[config.mk]
export PLATFORM = sky130hd
export DESIGN_NAME = mult_div_unit_flat
export DESIGN_NICKNAME = d
export VERILOG_FILES = /design/src/rtl/mult_div_unit_if.sv /design/src/rtl/mult_div_unit.sv /design/src/flat_wrapper.sv
export SDC_FILE = /design/constraint.sdc
export NUM_CORES = 1
export LEC_CHECK = 0
export BUFFER_PORTS_ARGS = -buffer_cell sky130_fd_sc_hd__buf_4
export CAP_MARGIN = 20
export CORE_MARGIN = 3
export CORE_UTILIZATION = 40
export CTS_CLUSTER_DIAMETER = 80
export DETAILED_ROUTE_END_ITERATION = 12
export PLACE_DENSITY = 0.68
export SKIP_LAST_GASP = 1
export SLEW_MARGIN = 10
export SYNTH_ARGS = -nofsm -noshare
export SYNTH_HDL_FRONTEND = slang
export SYNTH_SLANG_ARGS = --single-unit
export TNS_END_PERCENT = 10
[constraint.sdc]
create_clock -name clk -period 4.2 [get_ports clk]
set_input_delay 0.42 -clock clk [delete_from_list [all_inputs] [get_ports clk]]
set_output_delay 0.42 -clock clk [all_outputs]
set_load 0.02 [all_outputs]
[src/rtl/mult_div_unit_if.sv]
// -----------------------------------------------------------------------------
// mult_div_unit_if
//
// Purpose:
//   Bundles the request, HI/LO move and result signals between the CPU
//   controller / register file and the iterative multiply/divide unit.
//
// Signals:
//   start       : request a new operation (honoured only while not busy)
//   op          : 00 MULT, 01 MULTU, 10 DIV, 11 DIVU
//   operand_a   : rs value (multiplicand / dividend)
//   operand_b   : rt value (multiplier / divisor)
//   hi_write    : MTHI strobe
//   lo_write    : MTLO strobe
//   hilo_wdata  : data for MTHI / MTLO
//   busy        : operation in progress, controller must stall
//   done        : one-cycle pulse when a new result sits in HI/LO
//   hi, lo      : architectural HI and LO registers
//
// Modports:
//   master : controller side, drives requests and observes results
//   slave  : multiply/divide unit side
// -----------------------------------------------------------------------------
interface mult_div_unit_if #(
    parameter int WIDTH = 32
);
    logic             start;
    logic [1:0]       op;
    logic [WIDTH-1:0] operand_a;
    logic [WIDTH-1:0] operand_b;
    logic             hi_write;
    logic             lo_write;
    logic [WIDTH-1:0] hilo_wdata;
    logic             busy;
    logic             done;
    logic [WIDTH-1:0] hi;
    logic [WIDTH-1:0] lo;

    modport master (
        output start, op, operand_a, operand_b, hi_write, lo_write, hilo_wdata,
        input  busy, done, hi, lo
    );

    modport slave (
        input  start, op, operand_a, operand_b, hi_write, lo_write, hilo_wdata,
        output busy, done, hi, lo
    );
endinterface

[src/rtl/mult_div_unit.sv]
// -----------------------------------------------------------------------------
// mult_div_unit
//
// Purpose:
//   Iterative HI/LO multiply/divide unit for the multi-cycle CPU. On start it
//   latches the operands (as magnitudes for signed ops, with result-sign
//   flags), runs WIDTH iterations of shift-add multiply or restoring divide,
//   then spends one FIX cycle applying the sign correction and committing the
//   result into HI/LO. MTHI/MTLO write HI/LO directly while idle.
//
// Ports:
//   clk    : system clock, all state changes on the rising edge
//   reset  : synchronous active-high reset, returns to IDLE and clears HI/LO
//   bus    : mult_div_unit_if slave modport (requests, MT strobes, results)
//
// Timing:
//   Start sampled at edge E0, iterations on E1..E(WIDTH), commit on
//   E(WIDTH+1); done pulses for one cycle afterwards, in which a new start is
//   already accepted.
// -----------------------------------------------------------------------------
module mult_div_unit #(
    parameter int WIDTH = 32
) (
    input logic             clk,
    input logic             reset,
    mult_div_unit_if.slave  bus
);

    localparam int CW = (WIDTH > 1) ? $clog2(WIDTH) : 1;
    localparam logic [CW-1:0] LAST_ITER = CW'(WIDTH - 1);

    typedef enum logic [1:0] {
        IDLE = 2'd0,
        CALC = 2'd1,
        FIX  = 2'd2
    } state_t;

    state_t state_q, state_d;

    logic [CW-1:0]    count_q, count_d;
    logic [1:0]       op_q, op_d;
    // Multiplicand for multiply, divisor for divide (always a magnitude)
    logic [WIDTH-1:0] mcand_q, mcand_d;
    // Upper half of the product, or the partial remainder
    logic [WIDTH-1:0] acc_q, acc_d;
    // Multiplier shifting out / product low half, or dividend shifting out /
    // quotient shifting in
    logic [WIDTH-1:0] low_q, low_d;
    logic             negProd_q, negProd_d;
    logic             negRem_q, negRem_d;
    logic             divZero_q, divZero_d;
    logic [WIDTH-1:0] hi_q, hi_d;
    logic [WIDTH-1:0] lo_q, lo_d;
    logic             done_q, done_d;

    logic             isSigned;
    logic             aNeg;
    logic             bNeg;
    logic [WIDTH-1:0] absA;
    logic [WIDTH-1:0] absB;

    logic [WIDTH:0]   mulSum;
    logic [WIDTH:0]   divShift;
    logic             divFits;
    logic [WIDTH-1:0] divRem;

    logic [2*WIDTH-1:0] product;
    logic [2*WIDTH-1:0] productFixed;
    logic [WIDTH-1:0]   quotFixed;
    logic [WIDTH-1:0]   remFixed;

    // Operand preparation for the start cycle. Signed ops work on magnitudes;
    // the most negative value negates to itself, which is still the correct
    // unsigned magnitude.
    assign isSigned = ~bus.op[0];
    assign aNeg     = isSigned & bus.operand_a[WIDTH-1];
    assign bNeg     = isSigned & bus.operand_b[WIDTH-1];
    assign absA     = aNeg ? (-bus.operand_a) : bus.operand_a;
    assign absB     = bNeg ? (-bus.operand_b) : bus.operand_b;

    // One shift-add step: add the multiplicand into the upper half when the
    // current multiplier bit is set, then shift the whole product right by one
    // with the carry entering at the top.
    assign mulSum = {1'b0, acc_q} + (low_q[0] ? {1'b0, mcand_q} : '0);

    // One restoring-divide step: bring the next dividend bit into the partial
    // remainder and subtract the divisor only if it fits. A zero divisor
    // always fits, giving an all-ones quotient and the dividend as remainder.
    assign divShift = {acc_q, low_q[WIDTH-1]};
    assign divFits  = (divShift >= {1'b0, mcand_q});
    assign divRem   = divFits ? WIDTH'(divShift - {1'b0, mcand_q}) : divShift[WIDTH-1:0];

    // Sign correction applied in the FIX cycle
    assign product      = {acc_q, low_q};
    assign productFixed = negProd_q ? (-product) : product;
    assign quotFixed    = negProd_q ? (-low_q) : low_q;
    assign remFixed     = negRem_q ? (-acc_q) : acc_q;

    // State register for the FSM and all datapath registers
    always_ff @(posedge clk) begin
        if (reset) begin
            state_q   <= IDLE;
            count_q   <= '0;
            op_q      <= '0;
            mcand_q   <= '0;
            acc_q     <= '0;
            low_q     <= '0;
            negProd_q <= 1'b0;
            negRem_q  <= 1'b0;
            divZero_q <= 1'b0;
            hi_q      <= '0;
            lo_q      <= '0;
            done_q    <= 1'b0;
        end else begin
            state_q   <= state_d;
            count_q   <= count_d;
            op_q      <= op_d;
            mcand_q   <= mcand_d;
            acc_q     <= acc_d;
            low_q     <= low_d;
            negProd_q <= negProd_d;
            negRem_q  <= negRem_d;
            divZero_q <= divZero_d;
            hi_q      <= hi_d;
            lo_q      <= lo_d;
            done_q    <= done_d;
        end
    end

    // Next-state and datapath control. HI/LO only change on MTHI/MTLO in IDLE
    // or on the FIX commit, so their old values stay visible throughout CALC.
    always_comb begin
        state_d   = state_q;
        count_d   = count_q;
        op_d      = op_q;
        mcand_d   = mcand_q;
        acc_d     = acc_q;
        low_d     = low_q;
        negProd_d = negProd_q;
        negRem_d  = negRem_q;
        divZero_d = divZero_q;
        hi_d      = hi_q;
        lo_d      = lo_q;
        done_d    = 1'b0;

        case (state_q)
            IDLE: begin
                if (bus.start) begin
                    // Start takes priority; any MT strobe in this cycle is dropped
                    op_d      = bus.op;
                    acc_d     = '0;
                    negProd_d = aNeg ^ bNeg;
                    negRem_d  = aNeg;
                    divZero_d = bus.op[1] & (bus.operand_b == '0);
                    count_d   = '0;
                    if (bus.op[1]) begin
                        mcand_d = absB;
                        low_d   = absA;
                    end else begin
                        mcand_d = absA;
                        low_d   = absB;
                    end
                    state_d = CALC;
                end else begin
                    if (bus.hi_write) begin
                        hi_d = bus.hilo_wdata;
                    end
                    if (bus.lo_write) begin
                        lo_d = bus.hilo_wdata;
                    end
                end
            end

            CALC: begin
                if (op_q[1]) begin
                    acc_d = divRem;
                    low_d = {low_q[WIDTH-2:0], divFits};
                end else begin
                    acc_d = mulSum[WIDTH:1];
                    low_d = {mulSum[0], low_q[WIDTH-1:1]};
                end
                count_d = count_q + 1'b1;
                if (count_q == LAST_ITER) begin
                    state_d = FIX;
                end
            end

            FIX: begin
                if (op_q[1]) begin
                    // A zero divisor reports an all-ones quotient regardless of
                    // sign; the remainder path already reproduces operand_a.
                    lo_d = divZero_q ? '1 : quotFixed;
                    hi_d = remFixed;
                end else begin
                    hi_d = productFixed[2*WIDTH-1:WIDTH];
                    lo_d = productFixed[WIDTH-1:0];
                end
                done_d  = 1'b1;
                state_d = IDLE;
            end

            default: begin
                state_d = IDLE;
            end
        endcase
    end

    assign bus.busy = (state_q != IDLE);
    assign bus.done = done_q;
    assign bus.hi   = hi_q;
    assign bus.lo   = lo_q;

endmodule

[src/flat_wrapper.sv]
// flat-port wrapper written by rule: the top's interface ports become plain ports
module mult_div_unit_flat 
#(
    parameter int WIDTH = 32
)
  (clk, reset, bus_start, bus_op, bus_operand_a, bus_operand_b, bus_hi_write, bus_lo_write, bus_hilo_wdata, bus_busy, bus_done, bus_hi, bus_lo);
  mult_div_unit_if #(.WIDTH(WIDTH)) bus_i ();
  input logic clk;
  input logic reset;
  input wire logic [$bits(bus_i.start)-1:0] bus_start;
  input wire logic [$bits(bus_i.op)-1:0] bus_op;
  input wire logic [$bits(bus_i.operand_a)-1:0] bus_operand_a;
  input wire logic [$bits(bus_i.operand_b)-1:0] bus_operand_b;
  input wire logic [$bits(bus_i.hi_write)-1:0] bus_hi_write;
  input wire logic [$bits(bus_i.lo_write)-1:0] bus_lo_write;
  input wire logic [$bits(bus_i.hilo_wdata)-1:0] bus_hilo_wdata;
  output wire logic [$bits(bus_i.busy)-1:0] bus_busy;
  output wire logic [$bits(bus_i.done)-1:0] bus_done;
  output wire logic [$bits(bus_i.hi)-1:0] bus_hi;
  output wire logic [$bits(bus_i.lo)-1:0] bus_lo;
  assign bus_i.start = bus_start;
  assign bus_i.op = bus_op;
  assign bus_i.operand_a = bus_operand_a;
  assign bus_i.operand_b = bus_operand_b;
  assign bus_i.hi_write = bus_hi_write;
  assign bus_i.lo_write = bus_lo_write;
  assign bus_i.hilo_wdata = bus_hilo_wdata;
  assign bus_busy = bus_i.busy;
  assign bus_done = bus_i.done;
  assign bus_hi = bus_i.hi;
  assign bus_lo = bus_i.lo;
  mult_div_unit #(.WIDTH(WIDTH)) u_core (.clk(clk), .reset(reset), .bus(bus_i));
endmodule
# Word level (Yosys, flattened, before mapping)
# Cells that the tools add are included.
[word_totals]
register_bits = 173
latch_bits = 0
ramBits = 0
rom_bits = 0
n_memories = 0
[classes]
addsub = 8
multipliers = 0
div_mod_pow = 0
magnitude_cmp = 1
eq_ne = 8
shift = 0
muxes = 30
bitwise_logic = 5
n_reduce_logical = 10
[op_table]
columns = ["op", "count"]
rows = [
  ["two-way mux 32 bit", 19],
  ["case mux 32 bit (2 select lines)", 4],
  ["negator 32 bit", 4],
  ["two-way mux 64 bit", 1],
  ["negator 64 bit", 1],
  ["adder 32 x 32 -> 33 bit", 1],
  ["greater-or-equal comparator 33 x 32 -> 1 bit", 1],
  ["zero test 32 bit", 1],
  ["subtractor 32 bit", 1],
  ["case mux 5 bit (2 select lines)", 1],
  ["!= test 2 bit, second input constant", 4],
  ["AND reduction 2 bit", 3],
  ["AND reduction 3 bit", 2],
  ["nonzero test 2 bit", 3],
  ["adder 5 x 1 -> 5 bit, second input constant", 1],
  ["== test 5 bit, second input constant", 1],
  ["two-way mux 5 bit", 1],
  ["two-way mux 2 bit", 2],
  ["case mux 2 bit (2 select lines)", 1],
  ["AND 1 bit", 3],
  ["== test 2 x 1 -> 1 bit, second input constant", 1],
  ["== test 2 bit, second input constant", 1],
  ["zero test 2 bit", 1],
  ["!= test 2 x 1 -> 1 bit, second input constant", 1],
  ["other kinds (3)", 3],
]

# Longest topological paths before layout
# Gate-level depths: netlist of the first run.
[depth]
depth_word = 6
ltp_mapped = 15
ltp_nobuf = 13

# Worst setup path before layout of the first run
# No wires, ideal clock.
[synth_path]
path_kind = "register to register"
start = "register u_core.low_q[0]"
end = "register u_core.hi_q[22] (netlist: u_core.bus.hi[22])"
setup_time_ns = 0.086
arrival_ns = 3.089
required_time_ns = 4.114
slack_ns = 1.026
path_stages_with_launch = 14
synth_period_minus_slack_ns = 3.174
cell_sequence = "dfxtp_1 > clkbuf_1 > inv_1 > clkbuf_1 > ha_1 > or3b_2 > or4_4 > nand3b_4 > o21ai_1 > and3b_1 > a22oi_1 > xor2_1 > nor2_1 > a211oi_1"
[synth_via]
elab_chain_cells = 4
[synth_lines]
columns = ["item", "line_no", "text"]
rows = [
  ["start, declared", "mult_div_unit.sv:48", "logic [WIDTH-1:0] low_q, low_d;"],
  ["start signal, assigned", "mult_div_unit.sv:120", "low_q <= low_d;"],
  ["negator 64 bit", "mult_div_unit.sv:95", "assign productFixed = negProd_q ? (-product) : product;"],
  ["two-way mux 64 bit", "mult_div_unit.sv:95", ""],
  ["two-way mux 32 bit", "mult_div_unit.sv:189", "if (op_q[1]) begin"],
  ["case mux 32 bit (2 select lines)", "mult_div_unit.sv:146", "case (state_q)"],
  ["end signal, assigned", "mult_div_unit.sv:124", "hi_q <= hi_d;"],
  ["end, declared", "mult_div_unit.sv:52", "logic [WIDTH-1:0] hi_q, hi_d;"],
]
# No other way between the ends.
# A chain may end at the register's enable or synchronous reset.

# Worst setup path after layout of the first run
[layout_path]
start = "register u_core.mcand_q[0]"
end = "register u_core.acc_q[28]"
[layout_via]
elab_chain_cells = 4
elab_cells_between_ends = 7
[layout_lines]
columns = ["item", "line_no", "text"]
rows = [
  ["start, declared", "mult_div_unit.sv:43", "logic [WIDTH-1:0] mcand_q, mcand_d;"],
  ["start signal, assigned", "mult_div_unit.sv:118", "mcand_q <= mcand_d;"],
  ["two-way mux 32 bit, or another cell as far along", "mult_div_unit.sv:84", "assign mulSum = {1'b0, acc_q} + (low_q[0] ? {1'b0, mcand_q} : '0);"],
  ["adder 32 x 32 -> 33 bit / two-way mux 32 bit (equally long branches)", "mult_div_unit.sv:84, mult_div_unit.sv:91", ""],
  ["two-way mux 32 bit (*)", "mult_div_unit.sv:175", "if (op_q[1]) begin"],
  ["case mux 32 bit (2 select lines) (*)", "mult_div_unit.sv:146", ""],
  ["end signal, assigned", "mult_div_unit.sv:106", "acc_q <= '0;"],
  ["end signal, assigned", "mult_div_unit.sv:119", "acc_q <= acc_d;"],
  ["end, declared", "mult_div_unit.sv:45", "logic [WIDTH-1:0] acc_q, acc_d;"],
]
# Mark *: on every way between the ends. The rest lies on a longest branch, timed or not.

==> results.toml, run 1 <==
[clock_tree]
cts.root.buffer_cell = "clkbuf_16"
postCtsHoldBufs = 0
cts_resized = 0
cts_tree = "built"
ctsHtreeMaxLevel = 4
post_cts_buffers = 0
clk_latency_ns = 0.46
path_clk_slew_ns = 0.08
cts_sinks = 172
cts_buffers = 17
clock_path_buffers = 2

[grt]
grt_pass1_vias = 14361
grt_overflow_total = 0
grt_max_degree = 78
grt_usage_pct = 27.1
grt_pass1_wl_um = 83800
antenna_found_initial = 0

[floorplan]
io_pins = 169
die_y_um = 198
core-area_um2 = 36000
die_area_um2 = 39300
row_count = 69
die_w_um = 198
initial_utilization_pct = 41.0

[critical_path]
path_class = "reg -> reg"
required_ns = 4.57
regToRegSetupSlack_ns = 0.56
cp-endpoint = "u_core.acc_q[28]"
cp-end-kind = "register"
cp_data_arrival_time_ns = 4.02
start_kind = "register"
cp_max_fo = 4
r2r_end = "u_core.acc_q[28]"
ff2ff_path_depth = 13
r2r_start = "u_core.mcand_q[0]"
startpoint = "u_core.mcand_q[0]"

[route]
drt_iter0_drc = 1780
vias = 15609
routed_via_density = 6.14
first_pass_iters = 8
drc = 0
ant_nets = 0
wl_per_cell_um = 21.7
wl_um = 55200

[min_path]
hold_depth = 3
hold_class = "in -> reg"
hold_start = "bus_hilo_wdata[0]"

[timing]
fin_worst_skew_ns = 0.0168
hold_viol_final = 0
layout_min_cycle_time_ns = 3.64
finalSetupViolCount = 0
setup_tns_ns = 0
relSlewSlack_pct = 29.3
final_max_slew_viol_count = 0
holdWs_ns = 0.314
max_freq_mhz = 275
tightest_slew_ns = 1.06
grt_setup_unrepaired = "no"
fin_crit_sh_pct = 86.7

[job]
max-cap-violations = 0

[power_and_ir_drop]
p_leak_nw = 6.96
p_per_area_nw_per_um2 = 305
vdd_ir_drop_max_uv = 293
power.total_mw = 5.21

[yosys]
synth_enable_flop_cells = 0
synth.net_count = 2155
synth_top_cell_by_area = "dfxtp_1"
syn_inst = 1980
netlist_area_um2 = 14800
ys_seq_area_share_pct = 23.3
yosysWarnings = 0
synth_common_cells = "208 x nor2_1, 193 x nand2_1, 188 x a21oi_1, 172 x dfxtp_1, 112 x clkbuf_1"
synthArstFlopShare_pct = 0
yosys-top-cells-area = "dfxtp_1 23%, a21oi_1 6.4%, ha_1 5.9%, mux2i_1 5.9%, xnor2_1 5.6%"
yosysMostFrequentCell = "nor2_1"
synth_cell_types = 84
yosysTopAreaCellShare_pct = 23.3
synth_ff_type = "dfxtp_1"
avgSynthCellArea_um2 = 7.46
synth-seq-cells = 172

[layout]
areaGrowthSynthToFinish_pct = 15.6
nFillCells = 3606
drive_gt1_share_pct = 13.9
n_antenna_cell = 0
nets = 2242

[placed_design]
dpl.hpwl_um = 43100
io_buffers = 168
gp_congestion = 1.02

[outcome]
outcome = "finished clean"
-- cell type report --
class	count	area [um^2]	area share (%)
clock inverter	15	224	1.31
multi-input combinational	1600	10500	61.8
tap	461	577	3.38
sequential	172	3440	20.2
clock buffer	17	425	2.49
timing repair buffer	212	1620	9.47
inverter	64	240	1.41
-- logic make-up (layout without fill, tap and decap cells) --
logic type / count (synthesis) / in the layout / share of synthesized area, %
adder cells (fa/ha/maj): 72 / 72 / 6.20
flip-flops: 172 / 172 / 23.3
AO/OA/AOI/OAI: 640 / 640 / 28.4
multiplexers: 93 / 93 / 6.35
buffers and inverters: 208 / 308 / 5.63
XOR/XNOR: 163 / 163 / 9.67
AND/OR/NAND/NOR: 632 / 632 / 20.5
-- where the power goes --
part,internal (mW),leakage (nW),switching (mW)
registers,1.73,1.41,0.135
logic,0.610,5.23,0.959
clock network,0.973,0.318,0.804
-- worst max-delay path: stages (launching register included) --
cell	delay (ns)
dfxtp_1	0.41
ha_1	0.19
inv_1	0.05
fa_1	0.42
a211oi_1	0.24
nor2_1	0.12
o21ai_0	0.46
o31ai_1	0.26
a31oi_1	0.36
o21ai_0	0.15
buf_4	0.17
a31oi_1	0.37
o22ai_1	0.15
nor3_1	0.21
-- layer usage --
metal | wire length (um) | track usage (%) | vias up
met5 | 0 | 0 | -
met4 | 1820 | 8.73 | 0
met3 | 4480 | 3.96 | 83
met2 | 24200 | 42.2 | 733
met1 | 24700 | 38.6 | 7378
li1 | - | - | 7415
-- metrics by stage --
step                instances  setup WS (ns)  area [um^2]  utilization [%]
global route             2541          0.316        17100             47.4
floorplan                1980           1.03        14800                -
detailed placement       2509          0.668        16400             45.6
global placement         2509          0.664        16400             45.6
finish                   2541          0.558        17100             47.4
CTS                      2541          0.640        17100             47.4
-- how the worst min path moves through the flow --
stage | slack (ns) | end
6_report | 0.31 | u_core.bus.lo[0]
5_1_grt | 0.33 | u_core.low_q[29]
4_1_cts | 0.28 | u_core.bus.lo[0]
3_5_place_dp | 0.45 | u_core.mcand_q[15]
3_3_place_gp | 0.44 | u_core.bus.lo[6]
2_1_floorplan | 0.43 | u_core.count_q[3]
-- cells in the final DEF (no fill, tap or decap), types with 17 or more instances in the layout --
cell type / synthesis / layout
buf_4: 2 / 210
nor2_1: 208 / 207
nand2_1: 193 / 192
a21oi_1: 188 / 188
dfxtp_1: 172 / 171
o21ai_0: 104 / 104
xnor2_1: 94 / 94
a211oi_1: 88 / 88
mux2i_1: 87 / 87
ha_1: 70 / 70
xor2_1: 69 / 69
inv_1: 63 / 63
nor3_1: 40 / 39
o221ai_1: 37 / 37
o31ai_1: 33 / 32
a21o_1: 31 / 31
o211ai_1: 26 / 26
nand3_1: 26 / 26
a31oi_1: 22 / 22
nor4_1: 19 / 19
nand2b_1: 20 / 19
or3_1: 18 / 18
nand4_1: 18 / 18
a22oi_1: 18 / 18
nor2b_1: 19 / 17
clkbuf_16: 0 / 17
-- registers in the layout (all words and copies together), names as in the netlist, 2 cells and up --
register / count
u_core.count_q: 5
u_core.acc_q: 32
u_core.state_q: 2
u_core.bus.lo: 32
u_core.bus.hi: 32
u_core.low_q: 32
u_core.mcand_q: 32
Note: power is estimated with default switching activity, not from simulation.
==> run 2, diff against run 1 <==
PLACE_DENSITY = 0.58   (was 0.68)
==> run 2 against run 1 <==
Effect of this change:
- sequential power is essentially flat
- power down 1.8%
- count of clock-buffer cells in the layout up 1
==> results.toml, run 2 (synthesis results as in run 1) <==
[layout]
areaGrowthSynthToFinish_pct = 16.1
n_antenna_cell = 0
drive_gt1_share_pct = 14.8
final_cell_mix = "232 x buf_4, 207 x nor2_1, 192 x nand2_1"
final_common_cell = "buf_4"
nFillCells = 3667
nets = 2263

[critical_path]
cp_max_fo = 14
slowest_stage = "ha_1"
cp_top_family = "simple AND/OR/NAND/NOR gates"
cp-end-kind = "register"
path_cells = "ha_1 > nand4_1 > nor4_1 > nand4b_1 > nor4_1 > a2111oi_0 > buf_4 > o31ai_4 > buf_4 > mux2i_1 > nor2_1 > a221o_1"
start_kind = "register"
path_class = "reg -> reg"
cp_data_arrival_time_ns = 4.13
required_ns = 4.54
cpPeakStageDelay_ns = 0.68
crit_buf_inv = 2

[power_and_ir_drop]
power.total_mw = 5.11
p_int_mw = 3.15
swShare_pct = 38.3
p_leak_nw = 7.03
p_comb_share_pct = 31.6
sequentialPowerShare_pct = 36.2
p_per_area_nw_per_um2 = 298
p_clk_share_pct = 32.2
p_sw_mw = 1.96
vdd_ir_drop_max_uv = 228

[timing]
layout_min_cycle_time_ns = 3.80
setup_slack_ns = 0.403
fin_worst_skew_ns = 0.0137
relSlewSlack_pct = 17.7
fin_crit_sh_pct = 90.4
tightest_slew_ns = 1.23
finalSetupViolCount = 0
hold_viol_final = 0
setup_tns_ns = 0
max_freq_mhz = 263
final_max_slew_viol_count = 0
grt_setup_unrepaired = "no"

[floorplan]
io_pins = 169
initial_utilization_pct = 41.0
die_w_um = 198
row_count = 69
core-area_um2 = 36000
die_area_um2 = 39300
die_y_um = 198

[clock_tree]
cts.root.buffer_cell = "clkbuf_16"
path_clk_slew_ns = 0.08
cts_buffers = 17
clock_path_buffers = 2
postCtsHoldBufs = 0
post_cts_buffers = 0
clk_latency_ns = 0.45
cts_tree = "built"
cts_sinks = 172
ctsHtreeMaxLevel = 4
cts_resized = 0

[job]
max-cap-violations = 0

[grt]
met2_usage_pct = 44.3
use_met3_pct = 3.91
grt_usage_pct = 28.5
antenna_found_initial = 1
grt_overflow_total = 0
grt_pass1_wl_um = 86700
gr-usage-met1_pct = 41.8
busiest_layer = "met2"
grt_max_degree = 78
grt_pass1_vias = 14058

[placed_design]
dp_slack_ns = 0.380
gp_congestion = 0.967
dpl.hpwl_um = 45700
io_buffers = 168

[route]
vias = 15630
ant_nets = 0
drt_iter0_drc = 1562
drc = 0
first_pass_iters = 6
wl_um = 58200
wl_per_cell_um = 22.7
routed_via_density = 6.10

[outcome]
outcome = "finished clean"

[min_path]
hold_class = "in -> reg"
[run 2: changes by cell type in the layout (fill, tap and decap cells not counted), sizes merged]
cell / change
o31ai: +1
clkinvlp: +1
clkbuf: +1
buf: +20
inv: +1
bufinv: -3
[run 2: tightest hold or removal path, delay by kind of cell]
family	cells	cell delay (ns)
AO/OA/AOI/OAI	2	0.20
buffers and inverters	1	0.10
[run 2: area by class of cell]
cell class	instances	area, um^2	share of cell area [%]
multi-input combinational	1601	10600	61.6
inverter	64	240	1.40
tap	461	577	3.36
timing repair buffer	232	1740	10.2
clock inverter	14	148	0.861
sequential	172	3450	20.1
clock buffer	18	439	2.56
[run 2: path summary, 6_finish.rpt]
kind / start / to / slack (ns) / depth (start not counted)
max: u_core.acc_q[25] / u_core.acc_q[23] / 0.40 / 12
min: bus_hilo_wdata[0] / u_core.bus.lo[0] / 0.30 / 3
max reg2reg: u_core.acc_q[25] / u_core.acc_q[23] / 0.40 / 12
min reg2reg: u_core.bus.lo[18] / u_core.bus.lo[18] / 0.46 / 2
[run 2: metal layers]
layer,vias to the layer above,wire (um)
met5,-,0
met4,0,1330
met3,74,4640
met2,711,25700
met1,7387,26600
li1,7458,-
[run 2: power groups by stage]
stage	registers (mW)	clock network, mW	logic [mW]
finish	1.85	1.64	1.62
global route	1.86	1.72	1.75
CTS	1.84	1.66	1.59
detailed placement	1.88	0	1.58
global placement	1.88	0	1.58
floorplan	1.86	0	1.03
[run 2: per-stage QoR]
stage                     hold slack, ns  util (%)  area (um^2)  instances
after floorplan                    0.429         -        14800       1980
after global placement             0.438      46.0        16500       2529
after detailed placement           0.446      46.0        16500       2529
after CTS                          0.294      47.6        17100       2561
after global routing               0.299      47.6        17100       2562
final                              0.299      47.6        17100       2562
